==> src/rtl/asmd_scaler_pkg.sv <==
// Shared types for the ASMD scaler: control FSM states and the result mode chosen in EVAL.
package asmd_scaler_pkg;

    typedef enum logic [1:0] {
        IDLE  = 2'd0,
        EVAL  = 2'd1,
        SHIFT = 2'd2,
        DONE  = 2'd3
    } state_t;

    typedef enum logic [1:0] {
        POS  = 2'd0,
        NEG  = 2'd1,
        ZERO = 2'd2
    } mode_t;

endpackage

==> src/rtl/asmd_scaler_dp.sv <==
// Datapath for the ASMD scaler: operand, result and count registers plus the
// per-step saturating double / truncating halve, all sequenced by strobes from the top.
module asmd_scaler_dp
    import asmd_scaler_pkg::*;
#(
    parameter int WIDTH = 16,
    parameter int SHW   = 4
) (
    input  logic             clk,
    input  logic             reset_b,
    input  logic             load,
    input  logic             eval,
    input  logic             step,
    input  logic [WIDTH-1:0] data_ar,
    input  logic [WIDTH-1:0] data_br,
    input  logic [SHW-1:0]   shamt,
    output logic [WIDTH-1:0] cr,
    output logic             ovf,
    output logic             ar_gt_0,
    output logic             ar_lt_0,
    output logic             cnt_is_zero,
    output logic             cnt_is_one
);

    localparam logic signed [WIDTH-1:0] SAT_MAX = {1'b0, {(WIDTH-1){1'b1}}};
    localparam logic signed [WIDTH-1:0] SAT_MIN = {1'b1, {(WIDTH-1){1'b0}}};

    logic signed [WIDTH-1:0] ar_q;
    logic signed [WIDTH-1:0] br_q;
    logic signed [WIDTH-1:0] cr_q;
    logic [SHW-1:0]          cnt_q;
    mode_t                   mode_q;
    logic                    ovf_q;

    logic signed [WIDTH-1:0] step_cr;
    logic signed [WIDTH-1:0] bias_sum;
    logic                    step_ovf;

    assign ar_lt_0     = ar_q[WIDTH-1];
    assign ar_gt_0     = !ar_q[WIDTH-1] && (ar_q != '0);
    assign cnt_is_zero = (cnt_q == '0);
    assign cnt_is_one  = (cnt_q == SHW'(1));
    assign cr          = cr_q;
    assign ovf         = ovf_q;

    // Doubling overflows exactly when the two top bits differ. Halving adds 1 to
    // negative values before the arithmetic shift so the result truncates toward zero.
    always_comb begin
        step_cr  = cr_q;
        step_ovf = 1'b0;
        bias_sum = cr_q + {{(WIDTH-1){1'b0}}, cr_q[WIDTH-1]};
        case (mode_q)
            POS: begin
                if (cr_q[WIDTH-1] != cr_q[WIDTH-2]) begin
                    step_cr  = cr_q[WIDTH-1] ? SAT_MIN : SAT_MAX;
                    step_ovf = 1'b1;
                end else begin
                    step_cr = cr_q <<< 1;
                end
            end
            NEG:     step_cr = bias_sum >>> 1;
            default: step_cr = cr_q;
        endcase
    end

    always_ff @(posedge clk or negedge reset_b) begin
        if (!reset_b) begin
            ar_q   <= '0;
            br_q   <= '0;
            cr_q   <= '0;
            cnt_q  <= '0;
            mode_q <= ZERO;
            ovf_q  <= 1'b0;
        end else if (load) begin
            ar_q  <= data_ar;
            br_q  <= data_br;
            cnt_q <= shamt;
            cr_q  <= '0;
            ovf_q <= 1'b0;
        end else if (eval) begin
            if (ar_gt_0) begin
                mode_q <= POS;
                cr_q   <= br_q;
            end else if (ar_lt_0) begin
                mode_q <= NEG;
                cr_q   <= ar_q;
            end else begin
                mode_q <= ZERO;
                cr_q   <= '0;
            end
        end else if (step) begin
            cr_q  <= step_cr;
            cnt_q <= cnt_q - 1'b1;
            if (step_ovf) begin
                ovf_q <= 1'b1;
            end
        end
    end

endmodule

==> src/rtl/asmd_scaler.sv <==
// ASMD scaler top: control FSM (IDLE/EVAL/SHIFT/DONE) driving the datapath via
// load/eval/step strobes; done is a registered one-cycle completion pulse.
module asmd_scaler
    import asmd_scaler_pkg::*;
#(
    parameter int WIDTH = 16,
    parameter int SHW   = 4
) (
    input  logic             clk,
    input  logic             reset_b,
    input  logic             start,
    input  logic [WIDTH-1:0] data_ar,
    input  logic [WIDTH-1:0] data_br,
    input  logic [SHW-1:0]   shamt,
    output logic [WIDTH-1:0] cr,
    output logic             busy,
    output logic             done,
    output logic             ovf
);

    // Handshake: start is accepted only on an edge where busy is low; busy stays
    // high from the following cycle until done has pulsed; cr/ovf are valid with done
    // and hold until the next accepted start.
    state_t state_q;
    state_t state_d;
    logic   done_q;
    logic   load;
    logic   eval;
    logic   step;
    logic   ar_gt_0;
    logic   ar_lt_0;
    logic   cnt_is_zero;
    logic   cnt_is_one;

    always_ff @(posedge clk or negedge reset_b) begin
        if (!reset_b) begin
            state_q <= IDLE;
            done_q  <= 1'b0;
        end else begin
            state_q <= state_d;
            done_q  <= (state_d == DONE);
        end
    end

    always_comb begin
        state_d = state_q;
        load    = 1'b0;
        eval    = 1'b0;
        step    = 1'b0;
        case (state_q)
            IDLE: begin
                if (start) begin
                    load    = 1'b1;
                    state_d = EVAL;
                end
            end
            EVAL: begin
                eval = 1'b1;
                if ((!ar_gt_0 && !ar_lt_0) || cnt_is_zero) begin
                    state_d = DONE;
                end else begin
                    state_d = SHIFT;
                end
            end
            SHIFT: begin
                step = 1'b1;
                if (cnt_is_one) begin
                    state_d = DONE;
                end
            end
            DONE: begin
                state_d = IDLE;
            end
            default: state_d = IDLE;
        endcase
    end

    assign busy = (state_q != IDLE);
    assign done = done_q;

    asmd_scaler_dp #(
        .WIDTH(WIDTH),
        .SHW  (SHW)
    ) u_dp (
        .clk        (clk),
        .reset_b    (reset_b),
        .load       (load),
        .eval       (eval),
        .step       (step),
        .data_ar    (data_ar),
        .data_br    (data_br),
        .shamt      (shamt),
        .cr         (cr),
        .ovf        (ovf),
        .ar_gt_0    (ar_gt_0),
        .ar_lt_0    (ar_lt_0),
        .cnt_is_zero(cnt_is_zero),
        .cnt_is_one (cnt_is_one)
    );

endmodule

==> config.mk <==
export PLATFORM = sky130hd
export DESIGN_NAME = asmd_scaler
export DESIGN_NICKNAME = d
export VERILOG_FILES = /design/src/rtl/asmd_scaler_pkg.sv /design/src/rtl/asmd_scaler_dp.sv /design/src/rtl/asmd_scaler.sv
export SDC_FILE = /design/constraint.sdc
export NUM_CORES = 1
export LEC_CHECK = 0
export ABC_CLOCK_PERIOD_IN_PS = 2900
export CORE_MARGIN = 8
export CORE_UTILIZATION = 58
export CTS_BUF_LIST = sky130_fd_sc_hd__clkbuf_8
export CTS_CLUSTER_DIAMETER = 100
export CTS_CLUSTER_SIZE = 10
export DETAILED_ROUTE_END_ITERATION = 6
export DONT_BUFFER_PORTS = 1
export HOLD_SLACK_MARGIN = 0.08
export PLACE_DENSITY = 0.74
export SYNTH_ARGS = -nofsm -noshare
export SYNTH_HDL_FRONTEND = slang
export SYNTH_SLANG_ARGS = --single-unit
==> constraint.sdc <==
create_clock -name clk -period 2.9 [get_ports clk]
set_clock_uncertainty 0.1 [all_clocks]
set_input_delay 0.87 -clock clk [delete_from_list [all_inputs] [get_ports clk]]
set_output_delay 0.87 -clock clk [all_outputs]
set_load 0.01 [all_outputs]
==> results of run 1 <==
[where the power goes]
part | internal [W] | switching, W
clock network | 0.000458 | 0.000304
logic | 0.000860 | 0.00104
registers | 0.00120 | 0.000456
total | 0.00251 | 0.00180
[routing by layer]
metal | vias to the layer above | global-route usage [%]
met5 | - | 0
met4 | 0 | 7.37
met3 | 10 | 7.48
met2 | 77 | 29.8
met1 | 1252 | 25.4
li1 | 1164 | -
[through the flow]
| stage | std cells | instance area, um2 |
|---|---|---|
| floorplan | 315 | 3250 |
| global placement | 374 | 3310 |
| detailed placement | 374 | 3310 |
| CTS | 389 | 3510 |
| global route | 389 | 3510 |
| finish | 389 | 3510 |
[worst max-delay path, stage by stage, from the launching register on]
cell,delay (ns)
dfrtp_1,0.41
inv_1,0.12
ha_1,0.36
and2b_1,0.34
o21ai_1,0.14
buf_4,0.22
or3_1,0.38
a21oi_1,0.15
[logic make-up after synthesis]
logic type,count (synthesis),share of synthesized area [%]
buf+inv,33,4.39
mux,34,11.7
compound gates,77,16.5
xor+xnor,12,3.23
fa+ha+maj,9,3.46
flops,58,44.7
simple gates,92,16.0
[how the worst max path moves through the flow]
stage / from / endpoint / slack (ns)
after global routing: u_dp.ar_q[14] / u_dp.cr[6] / 0.44
after CTS: state_q[0] / u_dp.cr[11] / 0.62
after global placement: state_q[0] / u_dp.cr[11] / 0.71
final: state_q[0] / u_dp.cr[11] / 0.60
after floorplan: start / u_dp.cr[12] / 0.85
after detailed placement: state_q[0] / u_dp.cr[11] / 0.64
[cell usage after synthesis (2+ instances only)]
library cell / instances / area (um2)
a21o_1: 2 / 15.0
and2_1: 3 / 18.8
nor4_1: 7 / 43.8
a21oi_1: 16 / 80.1
a221oi_1: 23 / 201
dfrtp_1: 57 / 1430
nand3_2: 2 / 20.0
xor2_1: 8 / 70.1
o21ai_0: 12 / 60.1
xnor2_1: 4 / 35.0
ha_1: 9 / 113
mux2_2: 33 / 372
a211oi_1: 3 / 22.5
clkbuf_1: 7 / 26.3
nor2_1: 11 / 41.3
nand3_1: 7 / 35.0
o31ai_1: 7 / 52.6
buf_1: 2 / 7.51
nor2b_1: 2 / 12.5
a41oi_1: 2 / 17.5
a31oi_1: 2 / 12.5
nor3_4: 2 / 32.5
nor3_1: 8 / 40.0
nand4_1: 4 / 25.0
buf_2: 11 / 55.1
nand2b_1: 10 / 62.6
inv_1: 11 / 41.3
nand2_1: 28 / 105
a22oi_1: 6 / 45.0
[state kept, by name (all words and copies together) (netlist names)]
signal and count:
done 1, state_q 2, u_dp.ar_q 16, u_dp.br_q 16
u_dp.cnt_q 4, u_dp.cr 16, u_dp.mode_q 2, u_dp.ovf 1
[layout make-up]
type                       count  area [um2]  share of cell area, %
tap                           72        90.1                   2.57
clock inverter                 3        38.8                   1.10
sequential                    58        1450                   41.4
inverter                      11        41.3                   1.18
timing repair buffer           9        67.6                   1.92
multi-input combinational    224        1660                   47.2
clock buffer                  12         165                   4.70
==> out/metrics.cfg, run 1 <==
[pwr]
powerDensity_mw_per_mm2 = 1230
total_power_w = 0.00431
leakagePower_nw = 1.49
peakVddDrop_mv = 0.649

[clocking]
cts_made_buffers = 9
clock_path_buffers = 2
cts_root_buf = clkbuf_8
htreeDepth = 3
cts.sinks = 58
cts.clk_slew.worst_paths_ns = 0.07
tritoncts = built
cts_hold_buf = 0
clkLatencyLatePin_ns = 0.33
post-cts-setup-buffers = 0
cts_resized = 0

[worst_setup_path]
critPathCaptureType = register
reg2reg_slack_ns = 0.60
worst_r2r_endpoint = u_dp.cr[11]
worstRegToRegCells = 7
worst_ep_required_time_ns = 3.05
r2r-start = state_q[0]
critical_path_arrival_ns = 2.45
critPathKind = register to register
setup.worst_path.start_class = register
path_max_fanout = 13

[layout]
n_antenna_cell = 0
mostFrequentLayoutCells = 57 x dfrtp_1, 33 x mux2_2, 28 x nand2_1
drive_gt1_share_pct = 19.9
fin_util_pct = 64.2
nets = 361
area_growth_syn_to_layout_pct = 8.00
n_fill_cell = 456
final_common_cell = dfrtp_1

[route]
routed-wl-met3_um = 632
drt_iter0_markers = 216
wl_met2_um = 3850
wl_per_cell_um = 20.9
viasPerCell = 6.43
drtAntennaViolNets = 0
dr.pass1.iters = 4
drc_errors = 0
highest-signal-layer = met4
wl_um = 8130
vias = 2503
wl_met1_um = 3520

[die]
die_area_mm2 = 0.00826
die_w_um = 90.9
die_y_um = 90.9
ioPinCount = 58
rows = 27
initial_core_util_pct = 59.4
coreArea_mm2 = 0.00547

[global_route]
grt_pass1_wl_um = 13100
grtUsageTotal_pct = 19.9
grt_pass1_vias = 2517
grt_max_degree = 59
grt_antenna_before_repair = 0
grt_overflow = 0

[logic_synthesis]
ys_async_sr_fraction_pct = 100
netlist_area_mm2 = 0.00325
ys_warn_count = 0
synthDistinctLibCells = 45
ys.flop_type = dfrtp_1
synth_edf_count = 0
synth.net_count = 363
synth_seq_area_share_pct = 44.7
avgSynthCellArea_um2 = 10.3
synth_cells = 315
ys_ff_latch = 58

[timing]
setup_tns_ns = 0
final.min_clock_period_ns = 2.30
post-route-period-util_pct = 79.4
finalHoldViolations = 0
final-max-slew-violation-count = 0
timing.fmax_mhz = 434
whs_ns = 0.129
setup_slack_ns = 0.598
tightest_slew_ns = 0.971
final-setup-viol-count = 0
slew_headroom_pct = 34.4
rsz0062_at_grt = no

[place]
dpl.hpwl_um = 5760
gp_congestion = 0.892
place_ws_ns = 0.639
io_buffers = 0

[worst_hold_path]
hp-class = input port to async pin

[outcome]
outcome = complete, no violations

[run]
cap_violations = 0

No activity file was read; power rests on OpenSTA's default activity.
==> inputs of run 2 (changes only) <==
--- a/config.mk
+++ b/config.mk
@@ -5,7 +5,7 @@
 export SDC_FILE = /design/constraint.sdc
 export NUM_CORES = 1
 export LEC_CHECK = 0
-export ABC_CLOCK_PERIOD_IN_PS = 2900
+export ABC_CLOCK_PERIOD_IN_PS = 1900
 export CORE_MARGIN = 8
 export CORE_UTILIZATION = 58
 export CTS_BUF_LIST = sky130_fd_sc_hd__clkbuf_8
@@ -14,7 +14,7 @@
 export DETAILED_ROUTE_END_ITERATION = 6
 export DONT_BUFFER_PORTS = 1
 export HOLD_SLACK_MARGIN = 0.08
-export PLACE_DENSITY = 0.74
+export PLACE_DENSITY = 0.76
 export SYNTH_ARGS = -nofsm -noshare
 export SYNTH_HDL_FRONTEND = slang
 export SYNTH_SLANG_ARGS = --single-unit
==> constraint.sdc (replaced) <==
create_clock -name clk -period 1.9 [get_ports clk]
set_clock_uncertainty 0.1 [all_clocks]
set_input_delay 0.57 -clock clk [delete_from_list [all_inputs] [get_ports clk]]
set_output_delay 0.57 -clock clk [all_outputs]
set_load 0.01 [all_outputs]
==> out/metrics.cfg, run 2 (same netlist as run 1, synthesis figures left out) <==
[outcome]
outcome = complete, but fails checks
violations = negative hold slack, negative setup slack

[layout]
drive_gt1_share_pct = 39.7
area_growth_syn_to_layout_pct = 26.4
n_fill_cell = 355
fin_util_pct = 75.1
final_area_mm2 = 0.00411
multi_input_area_mm2 = 0.00184
nets = 413
n_antenna_cell = 0
final_common_cell = buf_4
register_area_mm2 = 0.00145
mostFrequentLayoutCells = 57 x buf_4, 56 x dfrtp_1, 33 x mux2_2

[route]
wl_per_cell_um = 20.7
drc_errors = 0
wl_um = 9160
viasPerCell = 6.30
drtAntennaViolNets = 0
dr.pass1.iters = 5
vias = 2785
drt_iter0_markers = 199

[die]
die_w_um = 90.9
coreArea_mm2 = 0.00547
die_y_um = 90.9
rows = 27
ioPinCount = 58
initial_core_util_pct = 59.4
die_area_mm2 = 0.00826

[clocking]
cts_made_buffers = 9
htreeDepth = 3
cts_root_buf = clkbuf_8
cts.clk_slew.worst_paths_ns = 0.07
cts.sinks = 58
clkLatencyLatePin_ns = 0.35
clock_path_buffers = 2
tritoncts = built

[place]
io_buffers = 0
place_ws_ns = -0.0270
dpl.hpwl_um = 6310
dpl_cell_area_mm2 = 0.00366
gp_congestion = 0.966

[timing]
setup_tns_ns = -0.0453
finalHoldViolations = 57
slew_headroom_pct = 71.2
rsz0062_at_grt = yes
timing.fmax_mhz = 514
final-max-slew-violation-count = 0
tightest_slew_ns = 0.432
final.min_clock_period_ns = 1.95
post-route-period-util_pct = 102
setup_slack_ns = -0.0453
final-setup-viol-count = 1
whs_ns = -0.195

[pwr]
peakVddDrop_mv = 0.975
leakagePower_nw = 1.78
powerDensity_mw_per_mm2 = 1880

[global_route]
grt_pass1_wl_um = 14400
grt_overflow = 0
grt_antenna_before_repair = 0
grtUsageTotal_pct = 22.0
grt_max_degree = 59
grt_pass1_vias = 2801

[worst_setup_path]
reg2reg_slack_ns = -0.05
critical_path_arrival_ns = 2.12
critPathCaptureType = register
setup.worst_path.start_class = register
worst_ep_required_time_ns = 2.08
critPathKind = register to register
path_max_fanout = 5

[run]
cap_violations = 0

[worst_hold_path]
hp-class = input port to async pin

## run 2: per-stage QoR
| stage | total power, W | instances |
|---|---|---|
| 2_1_floorplan | 0.00463 | 315 |
| 3_3_place_gp | 0.00591 | 417 |
| 3_5_place_dp | 0.00605 | 417 |
| 4_1_cts | 0.00733 | 434 |
| 5_1_grt | 0.00817 | 442 |
| 6_report | 0.00771 | 442 |
## run 2: repair_timing
| action | in CTS | in global routing |
|---|---|---|
| buffers inserted | 1 | 8 |
| endpoints found under the hold margin | 58 | 58 |
| pin swaps | 0 | 13 |
| endpoints found under the setup margin | 8 | 17 |
| gates resized for setup | 8 | 32 |
## run 2: area by class of cell
type	instances	share of cell area, %
sequential	58	35.4
clock buffer	11	3.68
multi-input combinational	224	44.7
timing repair buffer	61	11.9
inverter	11	1.00
clock inverter	5	1.16
tap	72	2.19
## run 2: worst max-delay path: stages (launching register included)
cell and delay, ns:
dfrtp_1 0.42, inv_2 0.09, ha_4 0.16, and2b_2 0.23, nor3_4 0.26, buf_4 0.16, buf_4 0.13, nand2_1 0.07
o21ai_1 0.11, nor2b_1 0.15
## run 2: layer usage
metal  part of all wire (%)  up-vias  global-route usage, %
li1                       -     1273                      -
met5                      0        -                      0
met2                     49      146                   34.2
met1                     39     1345                   26.8
met3                     10       21                   7.90
met4                    2.0        0                   9.28
## run 2: path summary, 6_finish.rpt
| check | startpoint | end | cells past startpoint |
|---|---|---|---|
| worst max-delay path | state_q[0] | u_dp.cr[1] | 9 |
| worst min-delay path | reset_b | u_dp.cr[6] | 0 |
| worst max register to register | state_q[0] | u_dp.cr[1] | 9 |
| worst min register to register | u_dp.br_q[1] | u_dp.br_q[1] | 1 |
| max in group asynchronous | reset_b | u_dp.mode_q[1] | 0 |
| min in group clk | data_br[7] | u_dp.br_q[7] | 1 |
## run 2: report_power, final
part | leakage, nW | switching, W | internal [W]
clock | 0.112 | 0.000500 | 0.000663
sequential | 0.700 | 0.000510 | 0.00183
combinational | 0.969 | 0.00218 | 0.00203
total | 1.78 | 0.00319 | 0.00452
